**src/rtl/sdram_wr_burst.sv**
```systemverilog
// Write-data beat sequencer: prefetches 32-bit words from the word FIFO and
// streams them as 16-bit SDRAM beats, masking beats when the FIFO runs dry.
module sdram_wr_burst #(
  parameter int BURST_LEN = 4
) (
  input  logic        clk,
  input  logic        rst,
  input  logic        fifo_empty,
  input  logic [31:0] fifo_rdata,
  output logic        fifo_read_enable,
  input  logic        wr_start,
  output logic        wr_ready,
  output logic [15:0] dq_out,
  output logic        dq_oe,
  output logic [1:0]  dqm,
  output logic        burst_done,
  output logic        underrun
);

  typedef enum logic [1:0] {IDLE, FETCH, LOADED, BURST} state_t;

  state_t      state_q, state_d;
  logic [31:0] hold_q, hold_d;
  logic [2:0]  beat_q, beat_d;
  logic        word_valid_q, word_valid_d;
  logic        popped_q, popped_d;

  logic last_beat;
  logic refill_beat;
  logic reload_beat;

  // Refill pops on the low beat of a word that has a successor; the popped
  // word lands in hold at the end of the following high beat.
  assign last_beat   = (beat_q == 3'(BURST_LEN - 1));
  assign refill_beat = !beat_q[0] && (({1'b0, beat_q} + 4'd2) < 4'(BURST_LEN));
  assign reload_beat = beat_q[0] && (({1'b0, beat_q} + 4'd1) < 4'(BURST_LEN));

  always_ff @(posedge clk) begin
    if (rst) begin
      state_q      <= IDLE;
      hold_q       <= '0;
      beat_q       <= '0;
      word_valid_q <= 1'b0;
      popped_q     <= 1'b0;
    end else begin
      state_q      <= state_d;
      hold_q       <= hold_d;
      beat_q       <= beat_d;
      word_valid_q <= word_valid_d;
      popped_q     <= popped_d;
    end
  end

  always_comb begin
    state_d      = state_q;
    hold_d       = hold_q;
    beat_d       = beat_q;
    word_valid_d = word_valid_q;
    popped_d     = popped_q;
    case (state_q)
      IDLE: begin
        if (!fifo_empty) state_d = FETCH;
      end
      FETCH: begin
        hold_d       = fifo_rdata;
        word_valid_d = 1'b1;
        state_d      = LOADED;
      end
      LOADED: begin
        if (wr_start) begin
          beat_d  = '0;
          state_d = BURST;
        end
      end
      BURST: begin
        beat_d = beat_q + 3'd1;
        if (refill_beat) popped_d = !fifo_empty;
        if (reload_beat) begin
          if (popped_q) hold_d = fifo_rdata;
          word_valid_d = popped_q;
        end
        if (last_beat) state_d = IDLE;
      end
      default: state_d = IDLE;
    endcase
  end

  // Outputs are forced quiet while reset is held, whatever state is stored.
  always_comb begin
    fifo_read_enable = 1'b0;
    wr_ready         = 1'b0;
    dq_out           = '0;
    dq_oe            = 1'b0;
    dqm              = 2'b00;
    burst_done       = 1'b0;
    underrun         = 1'b0;
    if (!rst) begin
      case (state_q)
        IDLE:   fifo_read_enable = !fifo_empty;
        LOADED: wr_ready = 1'b1;
        BURST: begin
          dq_oe            = 1'b1;
          fifo_read_enable = refill_beat && !fifo_empty;
          burst_done       = last_beat;
          underrun         = !word_valid_q && !beat_q[0];
          if (word_valid_q) begin
            dq_out = beat_q[0] ? hold_q[31:16] : hold_q[15:0];
          end else begin
            dqm = 2'b11;
          end
        end
        default: ;
      endcase
    end
  end

endmodule
```
**config.mk**
```make
export PLATFORM = sky130hd
export DESIGN_NAME = sdram_wr_burst
export DESIGN_NICKNAME = d
export VERILOG_FILES = /design/src/rtl/sdram_wr_burst.sv
export SDC_FILE = /design/constraint.sdc
export NUM_CORES = 1
export LEC_CHECK = 0
export BUFFER_PORTS_ARGS = -buffer_cell sky130_fd_sc_hd__clkbuf_2
export CAP_MARGIN = 10
export CORE_MARGIN = 2
export CORE_UTILIZATION = 56
export CTS_CLUSTER_SIZE = 24
export DETAILED_ROUTE_END_ITERATION = 12
export GPL_TIMING_DRIVEN = 0
export MAX_ROUTING_LAYER = met4
export PLACE_DENSITY = 0.84
export SLEW_MARGIN = 20
export SYNTH_ARGS = -nofsm -noshare
export SYNTH_HDL_FRONTEND = slang
export SYNTH_SLANG_ARGS = --single-unit
```
**constraint.sdc**
```tcl
create_clock -name clk -period 3.1 [get_ports clk]
set_input_delay 0.62 -clock clk [delete_from_list [all_inputs] [get_ports clk]]
set_output_delay 0.62 -clock clk [all_outputs]
set_load 0.03 [all_outputs]
```
## Word-level counts from Yosys, hierarchy flattened

Cells that the tools add are included.

| storage, ports and cells | value |
|---|---|
| output and inout port bits | 23 |
| register bits | 39 |
| word-level logic and storage cells | 62 |
| input port bits | 36 |

| cells by class | value |
|---|---|
| reduce and logical (&&, ||, !) cells | 15 |
| equality and inequality tests | 9 |
| $lt $le $gt $ge | 2 |
| $add $sub $neg | 3 |
| muxes and demuxes | 28 |

Operators by type and width:

| kind | count |
|---|---|
| $mux 16 | 4 |
| $mux 32 | 2 |
| $pmux 32 s2 | 1 |
| $mux 2 | 6 |
| $mux 1 | 10 |
| $ne 2x2->1 const B | 5 |
| $lt 4x3->1 const B | 2 |
| $pmux 2 s4 | 1 |
| $pmux 3 s2 | 1 |
| $reduce_and 2->1 | 3 |
| $reduce_and 3->1 | 2 |
| $add 3x1->4 const B | 1 |
| $add 3x2->4 const B | 1 |
| $eq 2x2->1 const B | 2 |
| $logic_and 1x1->1 | 4 |
| $pmux 1 s2 | 2 |
| $reduce_bool 2->1 | 2 |
| $add 3x1->3 const B | 1 |
| $eq 3x2->1 const B | 1 |
| $logic_not 1->1 | 3 |
| $mux 3 | 1 |
| $eq 2x1->1 const B | 1 |
| $logic_not 2->1 | 1 |

## Logic depth before layout (Yosys ltp)

| logic depth | value |
|---|---|
| depth in word-level cells | 6 |
| mapped depth | 7 |
| mapped depth without buffers | 5 |

## Worst setup path after synthesis

Ideal clock, no wire load.

| path | value |
|---|---|
| path kind | input to output |
| start | input port rst |
| end | output port fifo_read_enable |
| slack | 0.501 ns |
| buffers on the path | 2 |
| data required time | 2.480 ns |
| data arrival time | 1.979 ns |
| cell stages on the path | 3 |
| path through | clkbuf_1 > clkbuf_1 > nor4_1 |

| between the ends | value |
|---|---|
| cells in the longest elaborated chain, start to end | 1 |

RTL lines:

| what | line | text |
|---|---|---|
| from (decl) | 7 | `input logic rst,` |
| $mux 1 | 97 | `if (!rst) begin` |
| to (decl) | 10 | `output logic fifo_read_enable,` |

Every way passes these cells.

## Final worst setup path

| path | value |
|---|---|
| start | register state_q[0] |
| end | output port dq_out[5] |

| between the ends | value |
|---|---|
| cells in the longest elaborated chain, start to end | 3 |

RTL lines:

| what | line | text |
|---|---|---|
| from (decl) | 22 | `state_t state_q, state_d;` |
| from (signal assigned) | 46 | `state_q <= state_d;` |
| $eq 2x2->1 | 98 | `case (state_q)` |
| $mux 16 | 98 |  |
| $mux 16 | 97 |  |
| to (decl) | 13 | `output logic [15:0] dq_out,` |

Every way passes these cells.

==> results.md <==
* Vias at roughly 1700
* Max Slew Vio Count at 0
* Share of post-route cells with drive strength above 1 at approximately a quarter
* GRT Util Overall at about 22%
* RSZ-0062 raised after global routing: false
* DRC Markers at 0
* Largest net degree at the start of global routing at 13
* Core area at around 3700 µm²
* Cell variety after synth at 28
* Cell Area, Synth at 2160 µm²
* Predominant post-synthesis flop cell: dfxtp_1
* List of most frequent post-synthesis cells: 67 x nand2b_1, 49 x mux2i_1, 39 x dfxtp_1
* Die Wd at 66.1 µm
* DR vias/cell at 5.03
* Synth area leader: dfxtp_1
* First-pass GRT wire length at roughly 7.3 mm
* Fin Setup TNS at 0 ns
* Clock Pin Slew Worst Setup and Hold Paths at roughly 0.08 ns
* Antenna Cells at 0
* YS warnings at 0
* Wire length per cell at about 13 µm
* Slowest-stage cell, CP: dfxtp_1
* Reg-to-reg endpoint: hold_q[25]
* Multi-input logic area at around 1200 µm²
* MaxCap Viol Count at 0
* Initial antenna violation count at 0
* CTS tree: done
* H-tree levels at 2
* Clock Skews at 0.00419 ns
* Ranking of synthesized cells by area: dfxtp_1 36%, mux2i_1 23%, nand2b_1 19%, nor2_1 3.8%, ha_1 3.5%
* Slew HR at between 70% and 80%
* Worst Path Required at around 2.5 ns
* Clock Latency Late Sink at about 0.29 ns
* Chip Height at around 66 µm
* Die area at 4370 µm²
* Share of the synthesized area in the top cell type at between 30% and 40%
* Number of buffers created by CTS at 5
* Clock Sinks at 39
* End of the critical path: dq_out[5]
* R2r startpoint: beat_q[0]
* CP Depth at 8
* Status: completed
* Hold Crit Class: reg -> reg
* Critical Path Start Type: flop
* Fillers at 312
* Starting Density at about three fifths
* Post-CTS setup buffer count at 0
* Gr ovfl total at 0
* Buffers and inverters on the worst path at 4
* Async SR Flop Fraction at 0%
* Nets@finish at around 340
* WS Path Type: reg -> out
* Row count at 22
* Number of global-route vias before repair at ~1600
* DR pass1 iterations at 4
* DR iter-0 viols at 71
* Post-CTS sizing at 0
* Syn Nets at around 270
* Post-DRT Antenna Nets at 0
* Worst reg2reg path depth at 5
* Max Freq at around 400 MHz
* Leakage power at 1.23 nW
* PortBufs at between 50 and 60
* Final number of setup-violating endpoints at 0
* Crit Path Max Fanout at 10
* Data arrival, critical path at between 1.5 and 2 ns
* Post-synth EDFFs at 0
* Area Overhead vs Synth at 21.7%
* Register area share after synthesis at 36.2%
* Final hold vios at 0
* Register area at between 700 and 800 µm²
* Post-detail-place hpwl at 3.26 mm
* CP startpoint: state_q[0]
* Root Driver: clkbuf_8
* Kind of cell adding the most delay to the critical path: buffers and inverters
* Min cycle time layout at 2.53 ns
* CTS Buffer Depth at 2
* Slowest stage delay, CP at ~0.36 ns
* Avg Inst Size Synth at ~9.4 µm²
* IR drop worst, VDD at between 0.4 and 0.5 mV
* Seq cells post-synth at 39
* Most frequent cell after synthesis: nand2b_1
* Cts hold-fix bufs at 0
* IO Count at 59
* Critical path capture point type: output pin
* Mapped Cells at around 230
* Final WL at about 4.5 mm
* Finished Core Util at between 70% and 80%
* Worst-margin pin slew at approximately 0.4 ns
* Reg2reg setup slack at between 1 and 1.5 ns
* CP cell instances: ha_1, buf_6, nand2b_1, inv_1, nand2_1, buf_2, nor2_1, clkbuf_2
* Power per Cell Area at about 680 nW/µm²
* Gpl congestion at 0.848
* Period Utilization, post-route at around four fifths
[stage by stage]
step	instances	worst slack, ns	cell area (µm²)	hold WS [ns]	total power [mW]
2_1_floorplan	229	0.501	2160	0.451	1.22
3_3_place_gp	335	0.700	2510	0.460	1.34
3_5_place_dp	335	0.710	2510	0.469	1.36
4_1_cts	343	0.535	2630	0.481	1.79
5_1_grt	343	0.389	2630	0.501	1.89
6_report	343	0.575	2630	0.479	1.79
[placed cells by master (no fill, tap or decap), types with 2 or more instances in the layout]
master    Yosys  layout
clkbuf_8      0       6
nor2b_1       2       2
a32oi_1       2       2
nand2_1       4       4
dfxtp_1      39      39
mux2i_1      49      49
clkbuf_1      8       8
buf_2         3       3
ha_1          6       6
clkbuf_2      0      58
inv_1         6       6
nor2_1       22      22
nand2b_1     67      67
buf_8         3       3
a21oi_1       3       3
[routing by layer]
metal  vias up  GRT usage, %  share of wire, %
li1        887             -                 -
met1       784          26.7                44
met2        50          38.5                49
met3         5          5.45               5.9
met4         0          4.59              0.74
met5         -             -                 0
[report_power, final]
part | internal [mW] | switching (mW)
Combinational | 0.315 | 0.324
Sequential | 0.634 | 0.0738
Clock | 0.260 | 0.178
Total | 1.21 | 0.576
[flip-flops by register name, summed over array words and instances, names as in the netlist]
| name | flops |
|---|---|
| popped_q | 1 |
| hold_q | 32 |
| beat_q | 3 |
| word_valid_q | 1 |
| state_q | 2 |
[cells by family (layout without fill, tap and decap cells)]
kind of cell / count (synthesis) / in the layout / synth area share [%]
and+or+nand+nor: 103 / 103 / 27.4
muxes: 49 / 49 / 22.7
DFF: 39 / 39 / 36.2
buffers and inverters: 22 / 88 / 6.09
AOI/OAI and AO/OA: 10 / 10 / 4.12
adders and majority gates: 6 / 6 / 3.48
[cell type report]
cell class	instances	share of cell area (%)
buffer	16	4.14
clock buffer	6	3.14
clock inverter	2	1.33
inverter	6	0.858
multi-input combinational	168	47.5
sequential	39	29.7
tap	48	2.29
timing repair buffer	58	11.1
[worst min path at each step]
stage               depth (start not counted)          to  slack, ns  startpoint
detailed placement                          2  hold_q[10]       0.47  hold_q[10]
finish                                      2  hold_q[10]       0.48  hold_q[10]
global placement                            2  hold_q[16]       0.46  hold_q[16]
global route                                2  hold_q[31]       0.50  hold_q[31]
CTS                                         2  hold_q[10]       0.48  hold_q[10]
floorplan                                   2   hold_q[0]       0.45   hold_q[0]
[worst register-to-register path, stage by stage (launching register included)]
cell and delay (ns):
dfxtp_1 0.36, ha_1 0.22, ha_1 0.35, a31oi_4 0.36, buf_8 0.22, mux2i_1 0.21
No activity file was read; power rests on OpenSTA's default activity.
